[config.mk]
export PLATFORM = sky130hd
export DESIGN_NAME = mmio_uart_tx_flat
export DESIGN_NICKNAME = d
export VERILOG_FILES = /design/src/rtl/mmio_uart_tx_pkg.sv /design/src/rtl/mmio_uart_tx_if.sv /design/src/rtl/mmio_uart_tx_sync_fifo.sv /design/src/rtl/mmio_uart_tx.sv /design/src/flat_wrapper.sv
export SDC_FILE = /design/constraint.sdc
export NUM_CORES = 1
export LEC_CHECK = 0
export BUFFER_PORTS_ARGS = -buffer_cell sky130_fd_sc_hd__buf_4
export CORE_MARGIN = 2
export CORE_UTILIZATION = 40
export DETAILED_ROUTE_END_ITERATION = 6
export GPL_TIMING_DRIVEN = 1
export HOLD_SLACK_MARGIN = 0.02
export SYNTH_ARGS = -nofsm -noshare
export SYNTH_HDL_FRONTEND = slang
export SYNTH_SLANG_ARGS = --single-unit
[constraint.sdc]
create_clock -name clk -period 4.04 [get_ports clk]
set_input_delay 0.808 -clock clk [delete_from_list [all_inputs] [get_ports clk]]
set_output_delay 0.808 -clock clk [all_outputs]
set_load 0.05 [all_outputs]
[src/rtl/mmio_uart_tx_pkg.sv]
// Shared definitions for the MMIO UART transmitter: register offsets,
// STATUS bit positions and the transmit FSM state encoding.
package mmio_uart_tx_pkg;

  localparam logic [7:0] UART_TXDATA_OFF = 8'h00;
  localparam logic [7:0] UART_STATUS_OFF = 8'h04;
  localparam logic [7:0] UART_BAUD_OFF   = 8'h08;

  localparam int STAT_BUSY_BIT   = 0;
  localparam int STAT_FULL_BIT   = 1;
  localparam int STAT_EMPTY_BIT  = 2;
  localparam int STAT_OVF_BIT    = 3;
  localparam int STAT_CNT_LSB    = 4;
  localparam int STAT_PARITY_BIT = 31;

  typedef enum logic [2:0] {
    IDLE,
    START,
    DATA,
    PARITY,
    STOP
  } uart_tx_state_t;

  // Word index of a byte address; the two low address bits never select anything.
  function automatic logic [5:0] reg_index(input logic [7:0] addr);
    return addr[7:2];
  endfunction

endpackage

[src/rtl/mmio_uart_tx_if.sv]
// MMIO responder port of the UART transmitter: core drives the request,
// the UART returns combinational read data.
interface mmio_uart_tx_if;
  logic        i_mmio_enable;
  logic [7:0]  i_mmio_addr;
  logic        i_mmio_wen;
  logic [31:0] i_mmio_data_in;
  logic [31:0] o_mmio_data_out;

  modport master (
    output i_mmio_enable, i_mmio_addr, i_mmio_wen, i_mmio_data_in,
    input  o_mmio_data_out
  );

  modport slave (
    input  i_mmio_enable, i_mmio_addr, i_mmio_wen, i_mmio_data_in,
    output o_mmio_data_out
  );
endinterface

[src/rtl/mmio_uart_tx_sync_fifo.sv]
// Synchronous first-word-fall-through FIFO; a push while full is accepted
// only when a pop happens in the same cycle.
module mmio_uart_tx_sync_fifo #(
  parameter int DWIDTH = 8,
  parameter int DEPTH  = 16
) (
  input  logic                     clk,
  input  logic                     reset,
  input  logic                     push_i,
  input  logic                     pop_i,
  input  logic [DWIDTH-1:0]        din_i,
  output logic [DWIDTH-1:0]        dout_o,
  output logic                     full_o,
  output logic                     empty_o,
  output logic [$clog2(DEPTH):0]   count_o
);
  localparam int AW = $clog2(DEPTH);
  localparam int CW = AW + 1;

  logic [DWIDTH-1:0] mem_q [DEPTH];
  logic [AW-1:0]     wr_ptr_q, wr_ptr_d;
  logic [AW-1:0]     rd_ptr_q, rd_ptr_d;
  logic [CW-1:0]     count_q, count_d;
  logic              do_push, do_pop;

  assign full_o  = (count_q == CW'(DEPTH));
  assign empty_o = (count_q == '0);
  assign count_o = count_q;
  assign dout_o  = mem_q[rd_ptr_q];

  assign do_pop  = pop_i && !empty_o;
  assign do_push = push_i && (!full_o || do_pop);

  always_comb begin
    wr_ptr_d = wr_ptr_q;
    rd_ptr_d = rd_ptr_q;
    count_d  = count_q;
    if (do_push) wr_ptr_d = wr_ptr_q + AW'(1);
    if (do_pop)  rd_ptr_d = rd_ptr_q + AW'(1);
    case ({do_push, do_pop})
      2'b10:   count_d = count_q + CW'(1);
      2'b01:   count_d = count_q - CW'(1);
      default: count_d = count_q;
    endcase
  end

  always_ff @(posedge clk) begin
    if (reset) begin
      wr_ptr_q <= '0;
      rd_ptr_q <= '0;
      count_q  <= '0;
    end else begin
      wr_ptr_q <= wr_ptr_d;
      rd_ptr_q <= rd_ptr_d;
      count_q  <= count_d;
    end
  end

  always_ff @(posedge clk) begin
    if (do_push) mem_q[wr_ptr_q] <= din_i;
  end

endmodule

[src/rtl/mmio_uart_tx.sv]
// Memory-mapped 8N1 UART transmitter with TX FIFO and programmable divisor.
// Define UART_TX_PARITY_EN to add an even-parity bit (8E1 frame).
module mmio_uart_tx
  import mmio_uart_tx_pkg::*;
#(
  parameter int CLK_FREQ_HZ = 150000000,
  parameter int BAUD_RATE   = 115200,
  parameter int FIFO_DEPTH  = 16,
  parameter int DIV_WIDTH   = 16
) (
  input  logic           clk,
  input  logic           reset,
  mmio_uart_tx_if.slave  mmio,
  output logic           o_uart_tx
);
  localparam int CNT_W = $clog2(FIFO_DEPTH) + 1;
  localparam logic [DIV_WIDTH-1:0] DIV_RESET = DIV_WIDTH'(CLK_FREQ_HZ / BAUD_RATE - 1);

  uart_tx_state_t     state_q, state_d;
  logic [DIV_WIDTH-1:0] baud_div_q, baud_div_d;
  logic [DIV_WIDTH-1:0] div_q, div_d;
  logic [DIV_WIDTH-1:0] bit_cnt_q, bit_cnt_d;
  logic [2:0]         bit_idx_q, bit_idx_d;
  logic [7:0]         data_q, data_d;
  logic               ovf_q, ovf_d;

  logic               fifo_push, fifo_pop, fifo_full, fifo_empty;
  logic [7:0]         fifo_dout;
  logic [CNT_W-1:0]   fifo_count;

  logic               wr_en, bit_end, tx;
  logic [5:0]         reg_sel;
  logic [31:0]        rdata;
  logic               unused_ok;

  assign wr_en     = mmio.i_mmio_enable && mmio.i_mmio_wen;
  assign reg_sel   = reg_index(mmio.i_mmio_addr);
  assign fifo_push = wr_en && (reg_sel == reg_index(UART_TXDATA_OFF));
  assign bit_end   = (bit_cnt_q == div_q);
  assign unused_ok = ^{mmio.i_mmio_addr[1:0], mmio.i_mmio_data_in};

  mmio_uart_tx_sync_fifo #(
    .DWIDTH (8),
    .DEPTH  (FIFO_DEPTH)
  ) u_fifo (
    .clk     (clk),
    .reset   (reset),
    .push_i  (fifo_push),
    .pop_i   (fifo_pop),
    .din_i   (mmio.i_mmio_data_in[7:0]),
    .dout_o  (fifo_dout),
    .full_o  (fifo_full),
    .empty_o (fifo_empty),
    .count_o (fifo_count)
  );

  always_comb begin
    baud_div_d = baud_div_q;
    ovf_d      = ovf_q;
    if (wr_en && (reg_sel == reg_index(UART_BAUD_OFF)))
      baud_div_d = mmio.i_mmio_data_in[DIV_WIDTH-1:0];
    if (fifo_push && fifo_full && !fifo_pop)
      ovf_d = 1'b1;
    else if (wr_en && (reg_sel == reg_index(UART_STATUS_OFF)) && mmio.i_mmio_data_in[STAT_OVF_BIT])
      ovf_d = 1'b0;
  end

  // Frame sequencer: the divisor is captured whenever a byte is popped,
  // so divisor writes only take effect at the next frame boundary.
  always_comb begin
    state_d   = state_q;
    bit_cnt_d = bit_cnt_q + DIV_WIDTH'(1);
    bit_idx_d = bit_idx_q;
    data_d    = data_q;
    div_d     = div_q;
    fifo_pop  = 1'b0;
    tx        = 1'b1;
    case (state_q)
      IDLE: begin
        bit_cnt_d = '0;
        if (!fifo_empty) begin
          fifo_pop = 1'b1;
          data_d   = fifo_dout;
          div_d    = baud_div_q;
          state_d  = START;
        end
      end
      START: begin
        tx = 1'b0;
        if (bit_end) begin
          bit_cnt_d = '0;
          bit_idx_d = '0;
          state_d   = DATA;
        end
      end
      DATA: begin
        tx = data_q[bit_idx_q];
        if (bit_end) begin
          bit_cnt_d = '0;
          bit_idx_d = bit_idx_q + 3'd1;
          if (bit_idx_q == 3'd7) begin
`ifdef UART_TX_PARITY_EN
            state_d = PARITY;
`else
            state_d = STOP;
`endif
          end
        end
      end
`ifdef UART_TX_PARITY_EN
      PARITY: begin
        tx = ^data_q;
        if (bit_end) begin
          bit_cnt_d = '0;
          state_d   = STOP;
        end
      end
`endif
      STOP: begin
        if (bit_end) begin
          bit_cnt_d = '0;
          if (!fifo_empty) begin
            fifo_pop = 1'b1;
            data_d   = fifo_dout;
            div_d    = baud_div_q;
            state_d  = START;
          end else begin
            state_d = IDLE;
          end
        end
      end
      default: state_d = IDLE;
    endcase
  end

  always_ff @(posedge clk) begin
    if (reset) begin
      state_q    <= IDLE;
      baud_div_q <= DIV_RESET;
      ovf_q      <= 1'b0;
    end else begin
      state_q    <= state_d;
      baud_div_q <= baud_div_d;
      ovf_q      <= ovf_d;
    end
  end

  always_ff @(posedge clk) begin
    data_q    <= data_d;
    div_q     <= div_d;
    bit_cnt_q <= bit_cnt_d;
    bit_idx_q <= bit_idx_d;
  end

  always_comb begin
    rdata = '0;
    if (!reset && mmio.i_mmio_enable) begin
      if (reg_sel == reg_index(UART_STATUS_OFF)) begin
        rdata[STAT_BUSY_BIT]             = (state_q != IDLE);
        rdata[STAT_FULL_BIT]             = fifo_full;
        rdata[STAT_EMPTY_BIT]            = fifo_empty;
        rdata[STAT_OVF_BIT]              = ovf_q;
        rdata[STAT_CNT_LSB +: CNT_W]     = fifo_count;
`ifdef UART_TX_PARITY_EN
        rdata[STAT_PARITY_BIT]           = 1'b1;
`endif
      end else if (reg_sel == reg_index(UART_BAUD_OFF)) begin
        rdata[DIV_WIDTH-1:0] = baud_div_q;
      end
    end
  end

  assign mmio.o_mmio_data_out = rdata;
  assign o_uart_tx            = tx;

endmodule

[src/flat_wrapper.sv]
// flat-port wrapper written by rule: the top's interface ports become plain ports
module mmio_uart_tx_flat import mmio_uart_tx_pkg::*;
#(
  parameter int CLK_FREQ_HZ = 150000000,
  parameter int BAUD_RATE   = 115200,
  parameter int FIFO_DEPTH  = 16,
  parameter int DIV_WIDTH   = 16
)
  (clk, reset, o_uart_tx, mmio_i_mmio_enable, mmio_i_mmio_addr, mmio_i_mmio_wen, mmio_i_mmio_data_in, mmio_o_mmio_data_out);
  mmio_uart_tx_if mmio_i ();
  input  logic clk;
  input  logic reset;
  output logic o_uart_tx;
  input wire logic [$bits(mmio_i.i_mmio_enable)-1:0] mmio_i_mmio_enable;
  input wire logic [$bits(mmio_i.i_mmio_addr)-1:0] mmio_i_mmio_addr;
  input wire logic [$bits(mmio_i.i_mmio_wen)-1:0] mmio_i_mmio_wen;
  input wire logic [$bits(mmio_i.i_mmio_data_in)-1:0] mmio_i_mmio_data_in;
  output wire logic [$bits(mmio_i.o_mmio_data_out)-1:0] mmio_o_mmio_data_out;
  assign mmio_i.i_mmio_enable = mmio_i_mmio_enable;
  assign mmio_i.i_mmio_addr = mmio_i_mmio_addr;
  assign mmio_i.i_mmio_wen = mmio_i_mmio_wen;
  assign mmio_i.i_mmio_data_in = mmio_i_mmio_data_in;
  assign mmio_o_mmio_data_out = mmio_i.o_mmio_data_out;
  mmio_uart_tx #(.CLK_FREQ_HZ(CLK_FREQ_HZ), .BAUD_RATE(BAUD_RATE), .FIFO_DEPTH(FIFO_DEPTH), .DIV_WIDTH(DIV_WIDTH)) u_core (.clk(clk), .reset(reset), .mmio(mmio_i), .o_uart_tx(o_uart_tx));
endmodule
==> results.py <==
metrics = {
    "clock_tree": {
        "numCtsBuffers": 23,
        "clkSlewWorstSetupHoldPaths_ns": 0.06,
        "cts_tree": "yes",
        "cts_hold_buf": 0,
        "cts_root_buffer": "sky130_fd_sc_hd__clkbuf_16",
        "cts.htree.levels": 1,
        "post_cts_buffers": 0,
        "cts_resized": 0,
        "insertion_delay_ns": 0.52,
        "clock_sinks": 208,
        "clockBufferDepth": 3,
    },
    "floorplan": {
        "die_area_sq_um": 23300,
        "dieWidth_microns": 153,
        "initial_core_util_pct": 40.7,
        "die-height_microns": 153,
        "io_pins": 77,
        "fp-row-count": 54,
        "core-area_sq_um": 21800,
    },
    "synthesis": {
        "synth_cells": 592,
        "synth_enable_flop_cells": 155,
        "dominantRegCellSynth": "sky130_fd_sc_hd__edfxtp_1",
        "yosys.cell_count.top_type": "sky130_fd_sc_hd__edfxtp_1",
        "synth.cell_area_sq_um": 8850,
        "synth.top_cell.area_share_pct": 52.6,
        "synth_sequential_area_ratio_pct": 64.6,
        "async_reset_ff_share_pct": 0,
        "synth_top_cell_by_area": "sky130_fd_sc_hd__edfxtp_1",
        "synth_common_cells": "sky130_fd_sc_hd__edfxtp_1 (155), sky130_fd_sc_hd__dfxtp_1 (53), sky130_fd_sc_hd__nand2_1 (46)",
        "post_synth_main_area_contributors": "sky130_fd_sc_hd__edfxtp_1 (53%), sky130_fd_sc_hd__dfxtp_1 (12%), sky130_fd_sc_hd__mux4_2 (11%), sky130_fd_sc_hd__xor2_1 (2.4%), sky130_fd_sc_hd__nand2_1 (2.0%)",
        "ys_seq_elements": 208,
        "ys.warnings.count": 0,
        "yosysUniqueCellTypes": 56,
        "post_synth.cell_area_avg_sq_um": 14.9,
    },
    "routing": {
        "postRouteWirelength_microns": 17500,
        "post_drt_wl_per_cell_microns": 18.7,
        "detail_route.drc_violations": 0,
        "drt-pass1-iter-count": 5,
        "detail-route-antenna-nets": 0,
        "detail_route.vias_per_cell": 5.27,
        "dr_total_vias": 4926,
        "detailedRoute.firstIterationViolations": 443,
    },
    "power_and_ir_drop": {
        "power.share.combinational_pct": 18.7,
        "p_sw_share_pct": 27.6,
        "vdd_drop_max_mv": 0.347,
        "power.static_leakage_nw": 3.38,
        "pwr-share-clk_pct": 35.2,
        "internal-power_w": 0.00415,
        "net-switching-power_w": 0.00158,
        "sequential_group_share_of_total_power_pct": 46.1,
        "power.density_cell_area_nw_per_um2": 566,
    },
    "sta": {
        "setup_total_negative_slack_ns": 0,
        "fmax_mhz": 291,
        "period_needed_ns": 3.44,
        "setup_violations": 0,
        "slew_violations": 0,
        "final.setup_skew_ns": 0.0202,
        "rsz_0062_raised_after_global_routing": "false",
        "worst_slew_margin_rel_pct": 31.0,
        "final_hold_viol_count": 0,
        "final.period_utilization_pct": 85.1,
        "tightestPinTransition_ns": 1.03,
        "setup_ws_ns": 0.604,
    },
    "worst_setup_path": {
        "critPathKind": "register to register",
        "critPathLaunch": "u_core.state_q[1]",
        "worst_setup_path_start_kind": "register",
        "critical_path_required_ns": 4.43,
        "cpPeakStageDelay_ns": 0.58,
        "critical_path.top_delay_family": "compound AO/OA/AOI/OAI gates",
        "cp_max_fo": 8,
        "crit_arrival_ns": 3.82,
        "r2r-end": "u_core.u_fifo.count_o[4]",
        "depth_of_the_most_critical_reg_to_reg_path": 13,
        "worst-path-stages": 13,
        "crit-reg2reg-launch": "u_core.state_q[1]",
        "crit_buf_inv": 1,
        "timing.critical_path.to": "u_core.u_fifo.count_o[4]",
        "crit_slowest_cell": "sky130_fd_sc_hd__a21boi_0",
        "cp_cell_sequence": "nor2_1 -> a21boi_0 -> o21ai_2 -> a21oi_2 -> inv_1 -> ha_1 -> xor2_1 -> ha_1 -> a21oi_1 -> o22ai_1 -> a222oi_1 -> or3_1 -> a21oi_1",
        "setup.worst_path.end_class": "register",
        "r2r_slack_ns": 0.60,
    },
    "place": {
        "io_buffers": 42,
        "placer_congestion_estimate": 0.801,
        "placement.setup.worst_slack_ns": 0.191,
        "place_hpwl_microns": 12300,
    },
    "cells_and_area": {
        "layout-drive-gt1-share_pct": 21.7,
        "multiInputGateArea_sq_um": 2900,
        "nets": 693,
        "area.sequential_sq_um": 5720,
        "area_delta_synth_final_pct": 14.5,
        "antenna_cells_inserted": 0,
        "n_fill_cell": 1893,
    },
    "global_route": {
        "grt_max_degree": 41,
        "first_global_vias": 5038,
        "grt_antenna_before_repair": 0,
        "grt_first_pass_wirelength_microns": 28100,
        "gr-total-overflow": 0,
        "grt.total_usage_pct": 15.1,
    },
    "flow_run": {
        "cap_violations": 0,
    },
    "outcome": {
        "run_status": "completed",
    },
    "min_path": {
        "worstHoldPathType": "register to register",
    },
}
## cells by family after synthesis
logic type	after synthesis	share of synthesized area, %
flip-flops	208	64.6
AND/OR/NAND/NOR	157	9.83
AO/OA/AOI/OAI	73	5.67
buffers and inverters	58	3.30
multiplexers	48	11.4
XOR/XNOR	35	3.46
adder cells (fa/ha/maj)	12	1.68
other	1	0.0424
## how the worst min path moves through the flow
stage               slack, ns             startpoint  cells after the start                to
finish                   0.46  u_core.baud_div_q[12]                      0  u_core.div_q[12]
global route             0.48  u_core.baud_div_q[12]                      0  u_core.div_q[12]
CTS                      0.46  u_core.baud_div_q[12]                      0  u_core.div_q[12]
detailed placement       0.45  u_core.baud_div_q[12]                      0  u_core.div_q[12]
global placement         0.44  u_core.baud_div_q[15]                      0  u_core.div_q[15]
floorplan                0.42   u_core.baud_div_q[2]                      0   u_core.div_q[2]
## cells in the final DEF, fill, tap and decap left out, types with 9 or more instances in the layout
master                      instances
sky130_fd_sc_hd__nand2_1           46
sky130_fd_sc_hd__dfxtp_1           51
sky130_fd_sc_hd__clkbuf_16         23
sky130_fd_sc_hd__conb_1            16
sky130_fd_sc_hd__and3_1            15
sky130_fd_sc_hd__nor2_1            20
sky130_fd_sc_hd__xor2_1            24
sky130_fd_sc_hd__o21ai_0            9
sky130_fd_sc_hd__and2_1            16
sky130_fd_sc_hd__buf_4             50
sky130_fd_sc_hd__mux4_2            42
sky130_fd_sc_hd__xnor2_1           11
sky130_fd_sc_hd__ha_1              11
sky130_fd_sc_hd__a21oi_1           23
sky130_fd_sc_hd__a211oi_1          19
sky130_fd_sc_hd__edfxtp_1         155
sky130_fd_sc_hd__inv_1             13
## metal layers
| metal | track usage, % | part of all wire (%) | vias to the layer above | wire (microns) |
|---|---|---|---|---|
| met3 | 2.22 | 4.0 | 33 | 694 |
| met2 | 25.4 | 50 | 102 | 8760 |
| met5 | 0 | 0 | - | 0 |
| met1 | 20.6 | 44 | 2467 | 7690 |
| met4 | 3.97 | 2.0 | 0 | 349 |
| li1 | - | - | 2324 | - |
## through the flow
step | instances | hold WS, ns | power (W) | area (sq um) | utilization, %
2_1_floorplan | 607 | 0.421 | 0.00349 | 8900 | -
3_3_place_gp | 893 | 0.444 | 0.00373 | 9400 | 43.2
3_5_place_dp | 893 | 0.448 | 0.00377 | 9400 | 43.2
4_1_cts | 935 | 0.462 | 0.00579 | 10100 | 46.6
5_1_grt | 935 | 0.475 | 0.00599 | 10100 | 46.6
6_report | 935 | 0.463 | 0.00574 | 10100 | 46.6
## worst reg2reg max path, cell delays in order (launching register included)
cell and delay [ns]:
sky130_fd_sc_hd__dfxtp_1 0.39, sky130_fd_sc_hd__nor2_1 0.31, sky130_fd_sc_hd__a21boi_0 0.58, sky130_fd_sc_hd__o21ai_2 0.19
sky130_fd_sc_hd__a21oi_2 0.16, sky130_fd_sc_hd__inv_1 0.07, sky130_fd_sc_hd__ha_1 0.28, sky130_fd_sc_hd__xor2_1 0.17
sky130_fd_sc_hd__ha_1 0.19, sky130_fd_sc_hd__a21oi_1 0.25, sky130_fd_sc_hd__o22ai_1 0.14, sky130_fd_sc_hd__a222oi_1 0.39
sky130_fd_sc_hd__or3_1 0.16, sky130_fd_sc_hd__a21oi_1 0.06
## sequential cells by signal (all words and copies together) (netlist names), named ones only
name and count:
u_core.baud_div_q 16, u_core.ovf_q 1, u_core.u_fifo.rd_ptr_q 4, u_core.bit_cnt_q 16
u_core.state_q 3, u_core.data_q 8, u_core.div_q 16, u_core.u_fifo.wr_ptr_q 4
u_core.u_fifo.mem_q 128, u_core.bit_idx_q 3, u_core.u_fifo.count_o 5
## power by group through the flow
stage / Combinational [W] / Clock [W] / Sequential, W
final: 0.00107 / 0.00202 / 0.00264
after global routing: 0.00118 / 0.00214 / 0.00267
after CTS: 0.00108 / 0.00206 / 0.00265
after detailed placement: 0.00107 / 0 / 0.00269
after global placement: 0.00104 / 0 / 0.00268
after floorplan: 0.000904 / 0 / 0.00258
## area by class of cell
cell class / instances / area share, %
Clock buffer: 29 / 5.90
Inverter: 14 / 0.519
Multi-Input combinational cell: 341 / 28.6
Timing Repair Buffer: 50 / 3.70
Sequential cell: 208 / 56.4
Clock inverter: 13 / 1.38
Tap cell: 280 / 3.46
Note: power is estimated with default switching activity, not from simulation.
